File: src/rtl/soc_timer_bank_if.sv
// Data bus port B bundle between a bus master and the timer bank.
interface soc_timer_bank_if;
  logic [31:0] addr_b;
  logic [31:0] data_b_in;
  logic        data_b_we;
  logic [31:0] data_b;
  logic        strobe_b;
  logic        irq;

  modport master (output addr_b, data_b_in, data_b_we, input data_b, strobe_b, irq);
  modport slave  (input addr_b, data_b_in, data_b_we, output data_b, strobe_b, irq);
endinterface

File: src/rtl/soc_timer_bank.sv
// Bank of NCH memory-mapped timer/counter channels on data bus port B.
// Each channel has CTRL, COUNT, COMPARE and STATUS words, a prescaler,
// compare match with periodic or one-shot behaviour and a sticky match flag.
module soc_timer_bank #(
  parameter int unsigned BASE    = 65552,
  parameter int unsigned NCH     = 4,
  parameter int unsigned WIDTH   = 32,
  parameter bit          REG_OUT = 1'b1
) (
  input  logic            clk,
  input  logic            rst,
  soc_timer_bank_if.slave bus
);

  localparam logic [31:0] LO_ADDR = 32'(BASE);
  localparam logic [31:0] HI_ADDR = 32'(BASE + 4 * NCH);

  typedef enum logic [1:0] {
    REG_CTRL    = 2'd0,
    REG_COUNT   = 2'd1,
    REG_COMPARE = 2'd2,
    REG_STATUS  = 2'd3
  } reg_sel_e;

  logic       in_range;
  logic [5:0] offset;
  logic [3:0] sel_ch;
  reg_sel_e   sel_reg;

  logic             en_q      [NCH];
  logic             oneshot_q [NCH];
  logic             irqen_q   [NCH];
  logic [7:0]       div_q     [NCH];
  logic [7:0]       pcnt_q    [NCH];
  logic [WIDTH-1:0] count_q   [NCH];
  logic [WIDTH-1:0] compare_q [NCH];
  logic             match_q   [NCH];

  logic             en_d      [NCH];
  logic             oneshot_d [NCH];
  logic             irqen_d   [NCH];
  logic [7:0]       div_d     [NCH];
  logic [7:0]       pcnt_d    [NCH];
  logic [WIDTH-1:0] count_d   [NCH];
  logic [WIDTH-1:0] compare_d [NCH];
  logic             match_d   [NCH];

  logic        irq_d;
  logic        irq_q;
  logic [31:0] rd_data;

  // Address decode: range check plus channel and register select within the bank
  always_comb begin
    in_range = (bus.addr_b >= LO_ADDR) && (bus.addr_b < HI_ADDR);
    offset   = 6'(bus.addr_b - LO_ADDR);
    sel_ch   = offset[5:2];
    sel_reg  = reg_sel_e'(offset[1:0]);
  end

  // Per-channel next state; ordering gives STATUS clear < tick < bus writes so set and writes win
  always_comb begin
    logic hit;
    logic tick;
    irq_d = 1'b0;
    for (int c = 0; c < NCH; c++) begin
      hit  = bus.data_b_we && in_range && (sel_ch == 4'(c));
      tick = en_q[c] && (pcnt_q[c] == div_q[c]);

      en_d[c]      = en_q[c];
      oneshot_d[c] = oneshot_q[c];
      irqen_d[c]   = irqen_q[c];
      div_d[c]     = div_q[c];
      count_d[c]   = count_q[c];
      compare_d[c] = compare_q[c];
      match_d[c]   = match_q[c];
      pcnt_d[c]    = en_q[c] ? (tick ? 8'd0 : pcnt_q[c] + 8'd1) : 8'd0;

      if (hit && (sel_reg == REG_STATUS) && bus.data_b_in[0]) begin
        match_d[c] = 1'b0;
      end

      if (tick && !(hit && (sel_reg == REG_COUNT))) begin
        if (count_q[c] == compare_q[c]) begin
          match_d[c] = 1'b1;
          count_d[c] = '0;
          if (oneshot_q[c]) begin
            en_d[c] = 1'b0;
          end
        end else begin
          count_d[c] = count_q[c] + WIDTH'(1);
        end
      end

      if (hit) begin
        case (sel_reg)
          REG_CTRL: begin
            en_d[c]      = bus.data_b_in[0];
            oneshot_d[c] = bus.data_b_in[1];
            irqen_d[c]   = bus.data_b_in[2];
            div_d[c]     = bus.data_b_in[15:8];
            pcnt_d[c]    = 8'd0;
          end
          REG_COUNT:   count_d[c]   = bus.data_b_in[WIDTH-1:0];
          REG_COMPARE: compare_d[c] = bus.data_b_in[WIDTH-1:0];
          default: ;
        endcase
      end

      irq_d = irq_d | (match_d[c] & irqen_d[c]);
    end
  end

  // Channel state and interrupt registers with synchronous active-low reset
  always_ff @(posedge clk) begin
    if (!rst) begin
      for (int c = 0; c < NCH; c++) begin
        en_q[c]      <= 1'b0;
        oneshot_q[c] <= 1'b0;
        irqen_q[c]   <= 1'b0;
        div_q[c]     <= 8'd0;
        pcnt_q[c]    <= 8'd0;
        count_q[c]   <= '0;
        compare_q[c] <= '0;
        match_q[c]   <= 1'b0;
      end
      irq_q <= 1'b0;
    end else begin
      for (int c = 0; c < NCH; c++) begin
        en_q[c]      <= en_d[c];
        oneshot_q[c] <= oneshot_d[c];
        irqen_q[c]   <= irqen_d[c];
        div_q[c]     <= div_d[c];
        pcnt_q[c]    <= pcnt_d[c];
        count_q[c]   <= count_d[c];
        compare_q[c] <= compare_d[c];
        match_q[c]   <= match_d[c];
      end
      irq_q <= irq_d;
    end
  end

  // Read mux over the current register contents; zero outside the bank
  always_comb begin
    rd_data = '0;
    for (int c = 0; c < NCH; c++) begin
      if (in_range && (sel_ch == 4'(c))) begin
        case (sel_reg)
          REG_CTRL:    rd_data = {16'd0, div_q[c], 5'd0, irqen_q[c], oneshot_q[c], en_q[c]};
          REG_COUNT:   rd_data[WIDTH-1:0] = count_q[c];
          REG_COMPARE: rd_data[WIDTH-1:0] = compare_q[c];
          REG_STATUS:  rd_data = {30'd0, en_q[c], match_q[c]};
          default: ;
        endcase
      end
    end
  end

  generate
    if (REG_OUT) begin : g_reg_out
      logic [31:0] data_q;
      logic        strobe_q;

      // Registered read path: one cycle from address to data/strobe
      always_ff @(posedge clk) begin
        if (!rst) begin
          data_q   <= 32'd0;
          strobe_q <= 1'b0;
        end else begin
          data_q   <= rd_data;
          strobe_q <= in_range;
        end
      end

      assign bus.data_b   = data_q;
      assign bus.strobe_b = strobe_q;
    end else begin : g_comb_out
      assign bus.data_b   = rd_data;
      assign bus.strobe_b = in_range;
    end
  endgenerate

  assign bus.irq = irq_q;

endmodule

File: src/flat_wrapper.sv
// flat-port wrapper written by rule: the top's interface ports become plain ports
module soc_timer_bank_flat 
#(
  parameter int unsigned BASE    = 65552,
  parameter int unsigned NCH     = 4,
  parameter int unsigned WIDTH   = 32,
  parameter bit          REG_OUT = 1'b1
)
  (clk, rst, bus_addr_b, bus_data_b_in, bus_data_b_we, bus_data_b, bus_strobe_b, bus_irq);
  soc_timer_bank_if bus_i ();
  input  logic clk;
  input  logic rst;
  input wire logic [$bits(bus_i.addr_b)-1:0] bus_addr_b;
  input wire logic [$bits(bus_i.data_b_in)-1:0] bus_data_b_in;
  input wire logic [$bits(bus_i.data_b_we)-1:0] bus_data_b_we;
  output wire logic [$bits(bus_i.data_b)-1:0] bus_data_b;
  output wire logic [$bits(bus_i.strobe_b)-1:0] bus_strobe_b;
  output wire logic [$bits(bus_i.irq)-1:0] bus_irq;
  assign bus_i.addr_b = bus_addr_b;
  assign bus_i.data_b_in = bus_data_b_in;
  assign bus_i.data_b_we = bus_data_b_we;
  assign bus_data_b = bus_i.data_b;
  assign bus_strobe_b = bus_i.strobe_b;
  assign bus_irq = bus_i.irq;
  soc_timer_bank #(.BASE(BASE), .NCH(NCH), .WIDTH(WIDTH), .REG_OUT(REG_OUT)) u_core (.clk(clk), .rst(rst), .bus(bus_i));
endmodule
File: config.mk
export PLATFORM = sky130hd
export DESIGN_NAME = soc_timer_bank_flat
export DESIGN_NICKNAME = d
export VERILOG_FILES = /design/src/rtl/soc_timer_bank_if.sv /design/src/rtl/soc_timer_bank.sv /design/src/flat_wrapper.sv
export SDC_FILE = /design/constraint.sdc
export NUM_CORES = 1
export LEC_CHECK = 0
export ABC_AREA = 1
export CORE_MARGIN = 2
export CORE_UTILIZATION = 45
export CTS_CLUSTER_DIAMETER = 100
export DETAILED_ROUTE_END_ITERATION = 6
export GPL_TIMING_DRIVEN = 0
export PLACE_DENSITY_LB_ADDON = 0.25
export SLEW_MARGIN = 20
export SYNTH_ARGS = -nofsm -noshare
export SYNTH_HDL_FRONTEND = slang
export SYNTH_SLANG_ARGS = --single-unit
File: constraint.sdc
create_clock -name clk -period 2.7 [get_ports clk]
set_input_delay 0.54 -clock clk [delete_from_list [all_inputs] [get_ports clk]]
set_output_delay 0.54 -clock clk [all_outputs]
set_load 0.1 [all_outputs]
==> flow_summary_export.csv, run 1 <==
group,metric,value,unit
outcome,status,"finished with violations",
outcome,violations,"setup timing",
power_and_ir_drop,p_leak,9.41,nW
sta,hold_viol_final,0,
power_and_ir_drop,combPwrFrac,5.6,%
global_routing,grt_pass1_vias,22500,
floorplan,core,47400,um^2
sta,setup_slack,-0.145,ns
synth,synthTopCellsByArea,"dfxtp_1 (34%), nand2_1 (13%), o21ai_0 (7.6%), a21oi_1 (7.6%), inv_1 (6.1%)",
place,place_inst,4036,
detailed_routing,drt_iter0_drc,3385,
synth,synth_xor_xnor_area_share,5.42,%
clock_tree,cts_hold_buf,0,
place,io_buffers,100,
synth,synth_top_family_by_area,"simple AND/OR/NAND/NOR gates",
worst_setup_path,crit_chain,"clkdlybuf4s50_1, inv_1, nand2_2, buf_2, clkbuf_1, o22ai_1, o21ai_0, a21oi_1",
place,place_hpwl,78000,um
sta,worst_pin_slew,1.09,ns
synth,synthTopCellsByCount,"nand2_1 (756), dfxtp_1 (367), inv_1 (352), o21ai_0 (327), a21oi_1 (325)",
power_and_ir_drop,power.share.sequential,45.8,%
synth,synthSimpleGateAreaFrac,31.3,%
worst_setup_path,max_stage_delay,0.58,ns
sta,setup_viol,10,
power_and_ir_drop,power_density,477,nW/um^2
clock_tree,cts_tree,"done",
synth,synthMuxAreaShare,0,%
synth,synth_top_cell_by_area,"dfxtp_1",
synth,yosysMostFrequentCell,"nand2_1",
worst_setup_path,crit_family,"buffers and inverters",
synth,synth_seq_area_share,34.6,%
synth,ys_warn_count,0,
worst_setup_path,crit_slowest_cell,"clkbuf_1",
floorplan,io_pins,101,
power_and_ir_drop,clock_power_share,48.6,%
sta,fmax,352,MHz
detailed_routing,drcViolationCount,0,
clock_tree,cts_root_buf,"clkbuf_16",
detailed_routing,num_vias,24700,
worst_setup_path,path_max_fanout,10,
floorplan,die_h,223,um
detailed_routing,drt_first_pass_iters,7,
clock_tree,path_clk_slew,0.06,ns
power_and_ir_drop,ir_drop,0.475,mV
sta,fin_crit,2.84,ns
power_and_ir_drop,p_int,0.00877,W
sta,clock_skew,0.0309,ns
layout,antennaDiodeCount,0,
floorplan,start_util,45.3,%
synth,ys_async_sr_fraction,0,%
global_routing,grt_max_degree,16,
synth,ys_ff_latch,370,
synth,synth_fa_ha_area_share,0.465,%
synth,syn_avg_cell_area,6.48,um^2
floorplan,rows,80,
clock_tree,htreeDepth,2,
sta,rsz0062_at_grt,"true",
synth,synthCells,3321,
detailed_routing,drt-wirelength-per-cell,24.2,um
clock_tree,clk_path_buf_depth,3,
sta,finalSetupTns,-0.594,ns
synth,synth_compound_area_share,18.8,%
synth,synth_area,21500,um^2
power_and_ir_drop,p_sw,0.00317,W
synth,synth_top_area_share,34.2,%
synth,synthDistinctLibCells,54,
worst_setup_path,cp-end-kind,"flop",
worst_setup_path,required,3.14,ns
global_routing,gr-total-overflow,0,
worst_setup_path,crit_type,"input port to flop",
synth,synth-main-ff-cell,"dfxtp_1",
layout,final_nets,3553,
detailed_routing,wirelength,100000,um
layout,drive_gt1_share,7.38,%
worst_setup_path,critPathBufInv,4,
worst_setup_path,cp-start-kind,"input port",
layout,fin_cells,4126,
job,cap_violations,0,
synth,synthesis.nets,3396,
worst_hold_path,hold_path.class,"flop to flop",
clock_tree,insertion_delay,0.61,ns
synth,synth_edf_count,3,
clock_tree,cts.sinks,370,
global_routing,antenna_found_initial,4,
clock_tree,cts_buffers,43,
detailed_routing,routed_via_density,5.97,
layout,syn_to_final_growth,16.3,%
worst_setup_path,cp.arrival,3.29,ns
detailed_routing,final_antenna_net_count,0,
sta,maxSlewViolCount,0,
global_routing,grt_pass1_wl,145000,um
floorplan,die-area,49600,um^2
sta,maxSlewHeadroom,27.4,%
place,gp_congestion,1.03,
power_and_ir_drop,p_sw_share,26.6,%
global_routing,gr-usage-all-layers,39.2,%
floorplan,die_x,223,um
sta,period_share,105,%
repair_timing:
action	CTS	global route
gates resized for setup	38	93
cloned	0	1
setup buffers	2	9
setup endpoints to repair	194	230
pin swaps	1	5
registers in the layout, summed over array words and instances (netlist names):
| signal | count |
|---|---|
| u_core.pcnt_q | 32 |
| u_core.bus.strobe_b | 1 |
| u_core.oneshot_q | 4 |
| u_core.en_q | 4 |
| u_core.irqen_q | 4 |
| u_core.bus.irq | 1 |
| u_core.count_q | 128 |
| u_core.div_q | 32 |
| u_core.match_q | 4 |
| u_core.bus.data_b | 32 |
| u_core.compare_q | 128 |
routing by layer:
layer / vias up / GRT usage (%) / wire [um]
met3: 304 / 8.45 / 10600
li1: 11400 / - / -
met4: 4 / 20.7 / 5990
met5: - / 0 / 31
met1: 11500 / 52.0 / 40800
met2: 1453 / 59.6 / 42600
power by group through the flow:
stage / sequential [W] / clock [W] / combinational, W
finish: 0.00547 / 0.00580 / 0.000674
global route: 0.00547 / 0.00598 / 0.000675
CTS: 0.00547 / 0.00577 / 0.000621
detailed placement: 0.00559 / 0 / 0.000614
global placement: 0.00559 / 0 / 0.000615
floorplan: 0.00559 / 0 / 0.000225
area by class of cell:
cell class | instances | area, um^2
flip-flops and latches | 370 | 7440
clock buffers | 59 | 1210
clock inverters | 19 | 133
plain buffers | 160 | 729
well taps | 615 | 769
fillers | 4952 | 22400
multi-input cells | 2426 | 12300
repair buffers | 111 | 1090
inverters | 366 | 1370
placed cells by master (no fill, tap or decap), types with 35 or more instances in the layout:
cell / n
nand2_1: 752
dfxtp_1: 366
inv_1: 351
o21ai_0: 327
a21oi_1: 319
nor2_1: 272
nand3_1: 259
clkdlybuf4s50_1: 99
xnor2_1: 96
nand4_1: 93
clkbuf_1: 86
nor3_1: 45
clkbuf_16: 43
xor2_1: 37
clkbuf_2: 36
buf_2: 35
final timing paths:
path,start,to,slack (ns),depth (start not counted)
setup reg to reg,u_core.count_q[2][17],u_core.count_q[2][29],0.06,12
hold / removal,u_core.pcnt_q[2][0],u_core.pcnt_q[2][0],0.44,1
setup / recovery,bus_addr_b[1],u_core.bus.data_b[3],-0.14,8
hold reg to reg,u_core.pcnt_q[2][0],u_core.pcnt_q[2][0],0.44,1
through the flow:
stage | util, % | total power, W | setup slack (ns) | hold WS, ns | cell area [um^2]
after CTS | 52.2 | 0.0119 | -0.0215 | 0.453 | 24800
after detailed placement | 49.1 | 0.00621 | -1.34 | 0.440 | 23300
after global placement | 49.1 | 0.00621 | -1.34 | 0.430 | 23300
final | 52.7 | 0.0119 | -0.145 | 0.443 | 25000
after global routing | 52.7 | 0.0121 | -0.0627 | 0.469 | 25000
after floorplan | - | 0.00582 | 0.568 | 0.417 | 21500
cell families (layout without fill, tap and decap cells):
family | count (synthesis) | after routing
adders and majority gates | 8 | 8
DFF | 370 | 370
buffers and inverters | 526 | 715
and+or+nand+nor | 1526 | 1527
xor gates and xnor gates | 133 | 133
AOI/OAI and AO/OA | 758 | 758
Power figures use the tool's default switching activity.
==> inputs of run 2 (changes only) <==
CORE_ASPECT_RATIO = 0.9   (was unset)
GPL_TIMING_DRIVEN = unset   (was 0)
==> run 2 against run 1 <==
Compared with the run above: setup slack gained 0.33 ns; flip-flop and latch count is the same; register-to-register slack gained 0.13 ns; clock power shrank 1%; worst hold slack lost 0.039 ns; cell count grew 1.5%; the run now ends clean; global-route usage shrank 4.8 points; non-clock buffer count grew 65; count of clock-buffer cells in the layout is the same; critical path depth grew 4; largest cell class unchanged; final area grew 4.5%; first-iteration DRC count shrank 2.8%.
==> flow_summary_export.csv, run 2 (synthesized netlist as in run 1, its figures left out) <==
group,metric,value,unit
worst_setup_path,cp-end-kind,"flop",
clock_tree,cts.sinks,370,
power_and_ir_drop,clock_power_share,48.1,%
layout,mostFrequentLayoutCells,"nand2_1 (755), dfxtp_1 (367), inv_1 (351), o21ai_0 (327), a21oi_1 (323)",
clock_tree,clk_path_buf_depth,3,
worst_hold_path,hold_path.startpoint,"rst",
worst_setup_path,reg2regPathDepth,12,
layout,final_nets,3617,
sta,setup_viol,0,
worst_setup_path,r2r-end,"u_core.count_q[2][30]",
worst_setup_path,reg2reg_slack,0.19,ns
worst_setup_path,crit_start,"u_core.count_q[2][0]",
power_and_ir_drop,p_sw_share,25.0,%
sta,maxSlewViolCount,0,
power_and_ir_drop,power_density,455,nW/um^2
sta,period_share,93.1,%
worst_setup_path,path_max_fanout,8,
floorplan,die_h,211,um
detailed_routing,wirelength,86300,um
place,placed_cell_area,24800,um^2
power_and_ir_drop,combPwrFrac,5.9,%
worst_setup_path,cp.arrival,3.03,ns
global_routing,grt_pass1_vias,21800,
worst_setup_path,reg2reg_from,"u_core.count_q[2][0]",
sta,maxSlewHeadroom,30.1,%
layout,layout_commonest_cell,"nand2_1",
worst_setup_path,crit_end,"u_core.count_q[2][30]",
worst_setup_path,crit_type,"flop to flop",
worst_hold_path,hold_path.class,"input port to flop",
clock_tree,htreeDepth,2,
global_routing,antenna_found_initial,1,
clock_tree,cts_buffers,43,
place,place_hpwl,66000,um
clock_tree,cts_setup_buffers,0,
layout,drive_gt1_share,11.4,%
global_routing,grt_max_degree,81,
global_routing,gr-total-overflow,0,
detailed_routing,num_vias,24000,
floorplan,rows,75,
detailed_routing,drcViolationCount,0,
sta,worst_pin_slew,1.05,ns
floorplan,die-area,49600,um^2
clock_tree,cts_resized,0,
worst_setup_path,required,3.21,ns
clock_tree,cts_hold_buf,0,
layout,nFillCells,4713,
clock_tree,path_clk_slew,0.06,ns
global_routing,gr-usage-all-layers,34.4,%
floorplan,die_x,234,um
sta,rsz0062_at_grt,"false",
detailed_routing,routed_via_density,5.74,
place,io_buffers,100,
sta,clock_skew,0.0274,ns
floorplan,start_util,45.8,%
job,cap_violations,0,
detailed_routing,drt-wirelength-per-cell,20.6,um
power_and_ir_drop,p_int,0.00893,W
outcome,status,"finished clean",
layout,top_regs,"u_core.compare_q: 128 flops, u_core.count_q: 128 flops",
power_and_ir_drop,power.share.sequential,46.0,%
sta,finalSetupTns,0,ns
detailed_routing,final_antenna_net_count,0,
layout,syn_to_final_growth,21.6,%
global_routing,grt_pass1_wl,130000,um
sta,hold_viol_final,0,
power_and_ir_drop,p_sw,0.00298,W
floorplan,io_pins,101,
detailed_routing,drt_iter0_drc,3289,
power_and_ir_drop,p_leak,10.3,nW
clock_tree,insertion_delay,0.60,ns
worst_setup_path,cp-start-kind,"flop",
power_and_ir_drop,ir_drop,0.413,mV
detailed_routing,drt_first_pass_iters,6,
clock_tree,cts_tree,"done",
floorplan,core,46900,um^2
power_and_ir_drop,total_power,0.0119,W
clock_tree,cts_root_buf,"clkbuf_16",
place,gp_congestion,1.01,
sta,fin_crit,2.51,ns
sta,fmax,398,MHz
layout,final_area,26200,um^2
[run 2: cell types whose count changed in the layout (fill, tap and decap cells not counted), sizes merged]
cell,change
inv,-2
clkbuf,-117
clkdlybuf4s50,-34
nor2,-1
buf,+218
clkdlybuf4s15,-1
clkinv,-3
dlymetal6s2s,-1
diode,+2
[run 2: power by group through the flow]
| stage | Sequential (W) | Combinational [W] | Clock, W |
|---|---|---|---|
| after detailed placement | 0.00559 | 0.000669 | 0 |
| after floorplan | 0.00559 | 0.000225 | 0 |
| after CTS | 0.00547 | 0.000672 | 0.00577 |
| final | 0.00547 | 0.000707 | 0.00573 |
| after global routing | 0.00547 | 0.000719 | 0.00598 |
| after global placement | 0.00559 | 0.000674 | 0 |
[run 2: worst min path at each step]
| stage | endpoint | cells past startpoint |
|---|---|---|
| detailed placement | u_core.pcnt_q[2][0] | 1 |
| floorplan | u_core.pcnt_q[2][0] | 1 |
| global route | u_core.compare_q[1][1] | 3 |
| CTS | u_core.div_q[1][5] | 3 |
| global placement | u_core.pcnt_q[2][0] | 1 |
| finish | u_core.div_q[1][5] | 3 |
[run 2: worst max-delay path, cell delays in order (launching register included)]
cell,delay (ns)
dfxtp_1,0.43
ha_1,0.23
nand3_1,0.15
nor2_2,0.19
nand2_1,0.16
nor3_4,0.31
inv_2,0.11
nor4_4,0.26
buf_4,0.20
nand3_1,0.08
nand2_1,0.06
nand3_1,0.06
a21oi_1,0.16
[run 2: cell type report]
cell class	count	area (um^2)	share of cell area, %
Clock buffer	59	1250	4.77
Tap cell	616	771	2.95
Inverter	366	1380	5.28
Antenna cell	2	5.00	0.0191
Sequential cell	370	7440	28.4
Multi-Input combinational cell	2425	12100	46.2
Timing Repair Buffer	336	3150	12.0
Clock inverter	14	96.3	0.368
[run 2: per-layer routing]
layer  global-route usage, %  routed length [um]  part of all wire, %
met3                    7.15                9850                   11
met5                       0                   0                    0
met2                    50.5               35800                   41
met1                    50.3               37900                   44
met4                    10.5                2830                  3.3
[run 2: through the flow]
stage	hold WS, ns	util, %	setup slack [ns]	instances
after CTS	0.384	55.7	0.225	4184
after detailed placement	0.443	52.8	-0.319	4111
after floorplan	0.417	-	0.568	3321
after global routing	0.425	55.7	0.00112	4186
final	0.404	55.7	0.186	4188
after global placement	0.439	52.8	-0.313	4111
